File: src/rtl/ex_hazard_if.sv
// ----------------------------------------------------------------------------
// ex_hazard_if
//   Bundle between the RV32I pipeline datapath and the hazard/forwarding
//   sequencer (ex_hazard_ctrl).
//
//   Handshake semantics: there is no valid/ready pair here. Every signal is
//   sampled on each rising clock edge. id_valid qualifies the ID-stage fields,
//   and mem_stall acts as a global "not ready": while it is high, no pipeline
//   register advances.
//
//   master : the pipeline side. It drives the ID fields, ex_redirect and
//            mem_stall, and consumes the control outputs.
//   slave  : the hazard controller.
//
//   Signals
//     id_valid, id_rs1, id_rs2, id_use_a_rs1, id_use_b_rs2,
//     id_rd, id_regwrite, id_is_load          ID-stage instruction info
//     ex_redirect                             taken branch/jump resolved in EX
//     mem_stall                               memory not ready, hold the pipe
//     alumux1_fw, alumux2_fw                  registered EX operand selects
//                                             (00 idex, 01 exmem, 10 memwb)
//     stall_front, bubble_ex, flush_front,
//     freeze_all                              pipeline register controls
//     stall_cnt, flush_cnt                    performance counters
//     fsm_state                               sequencer state (debug)
// ----------------------------------------------------------------------------
interface ex_hazard_if #(
    parameter int REGW = 5,
    parameter int CNTW = 32
);
    logic            id_valid;
    logic [REGW-1:0] id_rs1;
    logic [REGW-1:0] id_rs2;
    logic            id_use_a_rs1;
    logic            id_use_b_rs2;
    logic [REGW-1:0] id_rd;
    logic            id_regwrite;
    logic            id_is_load;
    logic            ex_redirect;
    logic            mem_stall;

    logic [1:0]      alumux1_fw;
    logic [1:0]      alumux2_fw;
    logic            stall_front;
    logic            bubble_ex;
    logic            flush_front;
    logic            freeze_all;
    logic [CNTW-1:0] stall_cnt;
    logic [CNTW-1:0] flush_cnt;
    logic [1:0]      fsm_state;

    modport master (
        output id_valid, id_rs1, id_rs2, id_use_a_rs1, id_use_b_rs2,
               id_rd, id_regwrite, id_is_load, ex_redirect, mem_stall,
        input  alumux1_fw, alumux2_fw, stall_front, bubble_ex, flush_front,
               freeze_all, stall_cnt, flush_cnt, fsm_state
    );

    modport slave (
        input  id_valid, id_rs1, id_rs2, id_use_a_rs1, id_use_b_rs2,
               id_rd, id_regwrite, id_is_load, ex_redirect, mem_stall,
        output alumux1_fw, alumux2_fw, stall_front, bubble_ex, flush_front,
               freeze_all, stall_cnt, flush_cnt, fsm_state
    );
endinterface

File: src/rtl/ex_hazard_ctrl.sv
// ----------------------------------------------------------------------------
// ex_hazard_ctrl
//   Hazard and forwarding sequencer for the 5-stage RV32I pipeline.
//
//   The block keeps shadow copies of the instructions in EX and MEM: valid, rd,
//   regwrite, and, for EX, is_load. From these it does four things:
//     - It computes the EX operand forward selects one cycle early, in ID, and
//       registers them.
//     - It detects load-use hazards and inserts a single bubble.
//     - It squashes the front end on a redirect from EX.
//     - It freezes everything on a memory stall.
//
//   Ports
//     clk  clock
//     rst  synchronous reset, active-high
//     hz   ex_hazard_if.slave (the ID info and pipe controls; see the interface)
//
//   Control priority: rst > mem_stall > ex_redirect > load-use > advance.
// ----------------------------------------------------------------------------
module ex_hazard_ctrl #(
    parameter int REGW = 5,
    parameter int CNTW = 32
) (
    input  logic     clk,
    input  logic     rst,
    ex_hazard_if.slave hz
);

    typedef enum logic [1:0] {
        ST_RUN      = 2'd0,
        ST_LU_STALL = 2'd1,
        ST_MEM_WAIT = 2'd2
    } state_t;

    // regwrite is stored pre-qualified with valid and rd != 0, so a match
    // against it never needs to re-check those.
    typedef struct packed {
        logic            valid;
        logic [REGW-1:0] rd;
        logic            regwrite;
        logic            is_load;
    } ex_slot_t;

    typedef struct packed {
        logic            valid;
        logic [REGW-1:0] rd;
        logic            regwrite;
    } mem_slot_t;

    localparam logic [1:0] FW_IDEX  = 2'b00;
    localparam logic [1:0] FW_EXMEM = 2'b01;
    localparam logic [1:0] FW_MEMWB = 2'b10;

    ex_slot_t        ex_q,  ex_d,  id_slot;
    mem_slot_t       mem_q, mem_d;
    state_t          state_q, state_d;
    state_t          prev_q,  prev_d;
    state_t          eff_state;
    logic [1:0]      fwa_q, fwa_d, fwb_q, fwb_d;
    logic [CNTW-1:0] stall_cnt_q, stall_cnt_d;
    logic [CNTW-1:0] flush_cnt_q, flush_cnt_d;

    logic uses_a, uses_b;
    logic ex_hit_a, ex_hit_b, mem_hit_a, mem_hit_b;
    logic load_use, lu_take, flush_take, freeze, bubble;

    // Operand actually reads a register. x0 never needs forwarding.
    assign uses_a = hz.id_use_a_rs1 && (hz.id_rs1 != '0);
    assign uses_b = hz.id_use_b_rs2 && (hz.id_rs2 != '0);

    assign ex_hit_a  = uses_a && ex_q.regwrite  && (ex_q.rd  == hz.id_rs1);
    assign ex_hit_b  = uses_b && ex_q.regwrite  && (ex_q.rd  == hz.id_rs2);
    assign mem_hit_a = uses_a && mem_q.valid && mem_q.regwrite && (mem_q.rd == hz.id_rs1);
    assign mem_hit_b = uses_b && mem_q.valid && mem_q.regwrite && (mem_q.rd == hz.id_rs2);

    // While frozen, the state the pipe will resume in is the one saved on entry.
    assign eff_state = (state_q == ST_MEM_WAIT) ? prev_q : state_q;

    // A load in EX whose result the ID instruction needs. Limit this to one
    // bubble per load: in LU_STALL the load has already moved on to MEM.
    assign load_use = hz.id_valid && ex_q.valid && ex_q.is_load && (ex_q.rd != '0)
                   && ((hz.id_use_a_rs1 && (ex_q.rd == hz.id_rs1)) ||
                       (hz.id_use_b_rs2 && (ex_q.rd == hz.id_rs2)))
                   && (eff_state != ST_LU_STALL);

    assign freeze     = !rst && hz.mem_stall;
    assign flush_take = !rst && !hz.mem_stall && hz.ex_redirect;
    // A redirect squashes the ID instruction, so its load-use stall is moot.
    assign lu_take    = !rst && !hz.mem_stall && !hz.ex_redirect && load_use;
    assign bubble     = flush_take || lu_take;

    assign hz.freeze_all  = freeze;
    assign hz.flush_front = flush_take;
    assign hz.stall_front = lu_take;
    assign hz.bubble_ex   = bubble;
    assign hz.alumux1_fw  = fwa_q;
    assign hz.alumux2_fw  = fwb_q;
    assign hz.stall_cnt   = stall_cnt_q;
    assign hz.flush_cnt   = flush_cnt_q;
    assign hz.fsm_state   = state_q;

    always_comb begin
        id_slot.valid    = hz.id_valid;
        id_slot.rd       = hz.id_rd;
        id_slot.regwrite = hz.id_valid && hz.id_regwrite && (hz.id_rd != '0);
        id_slot.is_load  = hz.id_valid && hz.id_is_load;

        ex_d        = ex_q;
        mem_d       = mem_q;
        fwa_d       = fwa_q;
        fwb_d       = fwb_q;
        stall_cnt_d = stall_cnt_q;
        flush_cnt_d = flush_cnt_q;
        state_d     = state_q;
        prev_d      = prev_q;

        if (hz.mem_stall) begin
            // Remember where to resume. A frozen cycle changes nothing else.
            if (state_q != ST_MEM_WAIT) begin
                prev_d  = state_q;
                state_d = ST_MEM_WAIT;
            end
        end else begin
            mem_d.valid    = ex_q.valid;
            mem_d.rd       = ex_q.rd;
            mem_d.regwrite = ex_q.regwrite;
            ex_d           = bubble ? '0 : id_slot;

            // The EX occupant is about to move to EX/MEM, and the MEM occupant
            // to MEM/WB. The nearer producer carries the newer value, so it wins.
            if (bubble || !hz.id_valid) begin
                fwa_d = FW_IDEX;
                fwb_d = FW_IDEX;
            end else begin
                fwa_d = ex_hit_a ? FW_EXMEM : (mem_hit_a ? FW_MEMWB : FW_IDEX);
                fwb_d = ex_hit_b ? FW_EXMEM : (mem_hit_b ? FW_MEMWB : FW_IDEX);
            end

            if (lu_take)    stall_cnt_d = stall_cnt_q + CNTW'(1);
            if (flush_take) flush_cnt_d = flush_cnt_q + CNTW'(1);
            state_d = lu_take ? ST_LU_STALL : ST_RUN;
        end
    end

    always_ff @(posedge clk) begin
        if (rst) begin
            ex_q        <= '0;
            mem_q       <= '0;
            fwa_q       <= FW_IDEX;
            fwb_q       <= FW_IDEX;
            stall_cnt_q <= '0;
            flush_cnt_q <= '0;
            state_q     <= ST_RUN;
            prev_q      <= ST_RUN;
        end else begin
            ex_q        <= ex_d;
            mem_q       <= mem_d;
            fwa_q       <= fwa_d;
            fwb_q       <= fwb_d;
            stall_cnt_q <= stall_cnt_d;
            flush_cnt_q <= flush_cnt_d;
            state_q     <= state_d;
            prev_q      <= prev_d;
        end
    end

endmodule

File: src/flat_wrapper.sv
// flat-port wrapper written by rule: the top's interface ports become plain ports
module ex_hazard_ctrl_flat 
#(
    parameter int REGW = 5,
    parameter int CNTW = 32
)
  (clk, rst, hz_id_valid, hz_id_rs1, hz_id_rs2, hz_id_use_a_rs1, hz_id_use_b_rs2, hz_id_rd, hz_id_regwrite, hz_id_is_load, hz_ex_redirect, hz_mem_stall, hz_alumux1_fw, hz_alumux2_fw, hz_stall_front, hz_bubble_ex, hz_flush_front, hz_freeze_all, hz_stall_cnt, hz_flush_cnt, hz_fsm_state);
  ex_hazard_if #(.REGW(REGW), .CNTW(CNTW)) hz_i ();
  input  logic clk;
  input  logic rst;
  input wire logic [$bits(hz_i.id_valid)-1:0] hz_id_valid;
  input wire logic [$bits(hz_i.id_rs1)-1:0] hz_id_rs1;
  input wire logic [$bits(hz_i.id_rs2)-1:0] hz_id_rs2;
  input wire logic [$bits(hz_i.id_use_a_rs1)-1:0] hz_id_use_a_rs1;
  input wire logic [$bits(hz_i.id_use_b_rs2)-1:0] hz_id_use_b_rs2;
  input wire logic [$bits(hz_i.id_rd)-1:0] hz_id_rd;
  input wire logic [$bits(hz_i.id_regwrite)-1:0] hz_id_regwrite;
  input wire logic [$bits(hz_i.id_is_load)-1:0] hz_id_is_load;
  input wire logic [$bits(hz_i.ex_redirect)-1:0] hz_ex_redirect;
  input wire logic [$bits(hz_i.mem_stall)-1:0] hz_mem_stall;
  output wire logic [$bits(hz_i.alumux1_fw)-1:0] hz_alumux1_fw;
  output wire logic [$bits(hz_i.alumux2_fw)-1:0] hz_alumux2_fw;
  output wire logic [$bits(hz_i.stall_front)-1:0] hz_stall_front;
  output wire logic [$bits(hz_i.bubble_ex)-1:0] hz_bubble_ex;
  output wire logic [$bits(hz_i.flush_front)-1:0] hz_flush_front;
  output wire logic [$bits(hz_i.freeze_all)-1:0] hz_freeze_all;
  output wire logic [$bits(hz_i.stall_cnt)-1:0] hz_stall_cnt;
  output wire logic [$bits(hz_i.flush_cnt)-1:0] hz_flush_cnt;
  output wire logic [$bits(hz_i.fsm_state)-1:0] hz_fsm_state;
  assign hz_i.id_valid = hz_id_valid;
  assign hz_i.id_rs1 = hz_id_rs1;
  assign hz_i.id_rs2 = hz_id_rs2;
  assign hz_i.id_use_a_rs1 = hz_id_use_a_rs1;
  assign hz_i.id_use_b_rs2 = hz_id_use_b_rs2;
  assign hz_i.id_rd = hz_id_rd;
  assign hz_i.id_regwrite = hz_id_regwrite;
  assign hz_i.id_is_load = hz_id_is_load;
  assign hz_i.ex_redirect = hz_ex_redirect;
  assign hz_i.mem_stall = hz_mem_stall;
  assign hz_alumux1_fw = hz_i.alumux1_fw;
  assign hz_alumux2_fw = hz_i.alumux2_fw;
  assign hz_stall_front = hz_i.stall_front;
  assign hz_bubble_ex = hz_i.bubble_ex;
  assign hz_flush_front = hz_i.flush_front;
  assign hz_freeze_all = hz_i.freeze_all;
  assign hz_stall_cnt = hz_i.stall_cnt;
  assign hz_flush_cnt = hz_i.flush_cnt;
  assign hz_fsm_state = hz_i.fsm_state;
  ex_hazard_ctrl #(.REGW(REGW), .CNTW(CNTW)) u_core (.clk(clk), .rst(rst), .hz(hz_i));
endmodule
File: config.mk
export PLATFORM = sky130hd
export DESIGN_NAME = ex_hazard_ctrl_flat
export DESIGN_NICKNAME = d
export VERILOG_FILES = /design/src/rtl/ex_hazard_if.sv /design/src/rtl/ex_hazard_ctrl.sv /design/src/flat_wrapper.sv
export SDC_FILE = /design/constraint.sdc
export NUM_CORES = 1
export LEC_CHECK = 0
export CORE_AREA = 2 2 140 74
export DETAILED_ROUTE_END_ITERATION = 8
export DIE_AREA = 0 0 142 76
export PLACE_DENSITY = 0.76
export SYNTH_ARGS = -nofsm -noshare
export SYNTH_HDL_FRONTEND = slang
export SYNTH_SLANG_ARGS = --single-unit
File: constraint.sdc
create_clock -name clk -period 2.4 [get_ports clk]
set_clock_uncertainty 0.05 [all_clocks]
set_input_delay 0.24 -clock clk [delete_from_list [all_inputs] [get_ports clk]]
set_output_delay 0.24 -clock clk [all_outputs]
set_load 0.01 [all_outputs]
; After elaboration in Yosys (flattened, before gate mapping)
; Index checks and enable logic that the tools add are counted.
[word_totals]
regBits = 87
input_bits = 24
output_inout_bits = 74
word_cells = 76
[op_classes]
addsub = 2
n_eq_ne = 8
mux = 11
bitwise_logic = 1
reduce_logical = 41
[op_table]
columns = operator, n
row1 = 32-bit by 1-bit adder with 32-bit output (second input constant), 2
row2 = 1-bit logical AND, 27
row3 = 5-bit == test, 4
row4 = 5-bit nonzero test, 4
row5 = 2-bit two-way mux, 9
row6 = 8-bit two-way mux, 1
row7 = 2-bit AND reduction, 3
row8 = 1-bit logical NOT, 4
row9 = 2-bit by 1-bit != test with 1-bit output (second input constant), 2
row10 = 1-bit logical OR, 3
row11 = 2-bit == test (second input constant), 1
row12 = 2-bit != test (second input constant), 1
row13 = 1-bit two-way mux, 1
row14 = 1-bit NOT, 1

; Depth between registers and ports, before layout
[depth]
depth_word = 9
depth_mapped = 9

; Worst setup path before layout
; OpenSTA, ideal clock, no wires.
[synth_path]
path_type = reg-to-reg
from = register u_core.stall_cnt_q[0] (netlist: u_core.hz.stall_cnt[0])
to = register u_core.stall_cnt_q[30] (netlist: u_core.hz.stall_cnt[30])
setup_ps = 71
t_arrival_ps = 2369
t_required_ps = 2279
path_slack_ps = -90
stages_incl_launch_ff = 9
n_path_buf = 2
period_less_slack_ps = 2490
path_cell_list = dfxtp_1 ha_1 and4_1 clkbuf_1 and4_1 buf_1 or3b_2 or4_1 a21oi_1
[synth_via]
elab_chain_len = 1
[synth_rtl]
columns = element, line
row1 = start: declaration, ex_hazard_ctrl.sv:60  ; logic [CNTW-1:0] stall_cnt_q, stall_cnt_d;
row2 = start signal: assignment, ex_hazard_ctrl.sv:160  ; stall_cnt_q <= stall_cnt_d;
row3 = 32-bit by 1-bit adder with 32-bit output, ex_hazard_ctrl.sv:139  ; if (lu_take) stall_cnt_d = stall_cnt_q + CNTW'(1);
; No other way between the ends.
; A chain may end at the register's enable or synchronous reset.

; Worst setup path after layout
[layout_path]
from = input port rst
to = output port hz_bubble_ex
[layout_via]
elab_chain_len = 5
elab_cells_between_ends = 6
cone_classes = reduce/logical (6)
[layout_rtl]
columns = element, line
row1 = start: declaration, flat_wrapper.sv:10  ; input logic rst;
row2 = 1-bit logical NOT (*), "ex_hazard_ctrl.sv:87, ex_hazard_ctrl.sv:89"
row3 = 1-bit logical AND (*), "ex_hazard_ctrl.sv:87, ex_hazard_ctrl.sv:89"
row4 = 1-bit logical AND (2 in series), ex_hazard_ctrl.sv:89  ; assign lu_take = !rst && !hz.mem_stall && !hz.ex_redirect && load_use;
row5 = 1-bit logical OR (*), ex_hazard_ctrl.sv:90  ; assign bubble = flush_take || lu_take;
row6 = end: declaration, flat_wrapper.sv:24  ; output wire logic [$bits(hz_i.bubble_ex)-1:0] hz_bubble_ex;
; Mark *: on every way between the ends. The rest lies on a longest branch, timed or not.

==> run summary <==
Status: completed
Ys Warns: 0
Clk_lat worst skew: 0.33 ns
WL final: 12,400 um
Global-route wire length before repair: 20,000 um
Post-synth EDFFs: 0
FFs w/ async S/R, synth: 0%
Clock buffer count from CTS: 9
Port bufs: 97
Main synth FF type: dfxtp_1
DR WL/cell: 16.4 um
RSZ-0062 raised after global routing: false
Crit path DAT: 2.06 ns
Power per Cell Area: 530 mW/mm^2
WP data required: 2.11 ns
Core Area: 0.00973 mm^2
Number of distinct library cells after synthesis: 46
Post-CTS setup buffers: 0
Hold_buf cts: 0
TNS Setup: 0 ns
GP Congestion: 0.864
Commonest non-fill, non-tap cells in the layout: clkdlybuf4s50_1 (91), dfxtp_1 (87), nor2_1 (45)
Deepest clock path buffer count: 2
GRT overflow: 0
TritonRoute pass-1 iters: 5
Layout cells sized above 1: 12.4%
1st-iter DRT viols: 286
Syn Nets: 529
Top cells by area, synth: dfxtp_1 (40%), xnor2_1 (6.5%), o31ai_1 (5.6%)
CTS tree: yes
R2R setup slack: 0.13 ns
Startpoint of the worst hold path: rst
Ant diodes: 0
Clock-pin slew on the worst setup and hold paths: 0.06 ns
Global Route Usage Sum: 23.0%
Type of origin of the critical path: primary input
Root buffer cell: clkbuf_16
Residual DRC: 0
H-tree depth: 3
#FFs+latches synth: 87
Commonest non-fill, non-tap cell in the layout: clkdlybuf4s50_1
Reg2reg start: u_core.hz.stall_cnt[0]
Hold path depth: 3
Place WS: -0.610 ns
CP Class: in2out
Worst setup EP type: primary output
# rows: 26
Max_cap viols: 0
Tightest Pin Transition: 0.730 ns
Mapped cell area: 0.00432 mm^2
Biggest area consumer among synthesized cells: dfxtp_1
Avg Synthesized Cell Area: 8.58 um^2
TritonCTS Sinks: 87
Min-Delay Path Class: in2reg
Placed cell count: 736
Die ar.: 0.0108 mm^2
Post-synth top area share: 40.3%
Final Worst Setup Slack: 0.0454 ns
FMAX: 0.425 GHz
Leak: 2.05 nW
Final #Nets: 648
Initial antenna violation count: 1
Initial Util: 44.4%
Final Hold Vio Count: 0
Pins over their slew limit: 0
Reg2reg path depth: 6
Vias: 4,349
Final Non-Filler Cells: 753
Number of global-route vias before repair: 4,012
RR Endpoint: u_core.hz.stall_cnt[30]
Setup violators final: 0
Ports: 98
Detailed placement HPWL: 8640 um
Largest net degree at the start of global routing: 68
Hold WS: 0.259 ns
CP Max Fanout: 3
Die Ht: 76 um
Relative slew slack: 51.4%
Crit. Startpoint: rst
Antenna Nets Post-Route: 0
WHS Endpoint: u_core.hz.flush_cnt[31]
Die Width: 142 um
Worst vdd ir: 0.405 mV
P&R area growth vs syn: 39.6%
Pwr Total: 3.19 mW
Tcrit/Tclk final: 98.1%
Final min period: 2.35 ns
Cells after synthesis: 503
DR vias/cell: 5.78
Sequential fraction of the synthesis area: 40.3%
## how the worst max path moves through the flow
stage,to
global placement,hz_stall_front
CTS,hz_bubble_ex
detailed placement,u_core.hz.stall_cnt[31]
finish,hz_bubble_ex
global route,hz_bubble_ex
floorplan,u_core.hz.stall_cnt[14]
## stage by stage
stage | util [%] | cell area, um^2
finish | 61.9 | 6020
detailed placement | 57.8 | 5620
CTS | 61.8 | 6010
floorplan | - | 4330
global route | 61.9 | 6020
global placement | 57.8 | 5620
## timing repair
| item | in CTS | in global routing |
|---|---|---|
| cloned | 1 | 0 |
| endpoints found under the setup margin | 32 | 29 |
| gates resized for setup | 31 | 4 |
| pin swaps | 5 | 1 |
## worst max-delay path, stage by stage
cell and delay, ns:
buf_2 0.12, or4b_4 0.54, or4_4 0.55, or2_4 0.28, nor2_4 0.12, or2_4 0.12
buf_6 0.09
## cell type report
type / instances / area (um^2)
Timing Repair Buffer: 142 / 1350
Sequential cell: 87 / 1740
Clock buffer: 13 / 260
Clock inverter: 3 / 65.1
Fill cell: 838 / 3700
Tap cell: 126 / 158
Inverter: 7 / 26.3
Multi-Input combinational cell: 375 / 2430
## registers in the layout, summed over array words and instances, names as in the netlist
signal and cells:
u_core.prev_q 2, u_core.hz.alumux1_fw 2, u_core.hz.alumux2_fw 2, u_core.hz.flush_cnt 32, u_core.hz.fsm_state 2, u_core.ex_q 8, u_core.hz.stall_cnt 32, u_core.mem_q 7
## Yosys cell counts (all sizes together), types with 8 or more instances
| cell | instances |
|---|---|
| nand2 | 37 |
| dfxtp | 87 |
| nand3 | 27 |
| nor4 | 9 |
| o21ai | 9 |
| xnor2 | 32 |
| or4 | 33 |
| o31ai | 32 |
| buf | 8 |
| nor2 | 46 |
| xor2 | 15 |
| a21oi | 34 |
| clkbuf | 26 |
| nand4 | 20 |
| and3 | 10 |
| and4 | 13 |
## routing by layer
layer	GRT usage, %	vias to the layer above	share of wire (%)
met3	5.97	20	6.8
met1	33.1	2079	49
met4	7.30	2	1.3
met5	0	-	0.089
met2	33.5	148	43
li1	-	2100	-
## power by group
part	internal [mW]	switching, mW
clock network	0.968	0.556
logic	0.105	0.102
registers	1.45	0.00932
total	2.53	0.667
## kinds of logic after synthesis
group / Yosys count / synth area share [%]
AO/OA/AOI/OAI: 89 / 13.6
flip-flops: 87 / 40.3
buffers and inverters: 41 / 4.15
adder cells (fa/ha/maj): 2 / 0.580
XOR/XNOR: 47 / 9.54
multiplexers: 9 / 2.14
AND/OR/NAND/NOR: 228 / 29.7
No activity file was read; power rests on OpenSTA's default activity.
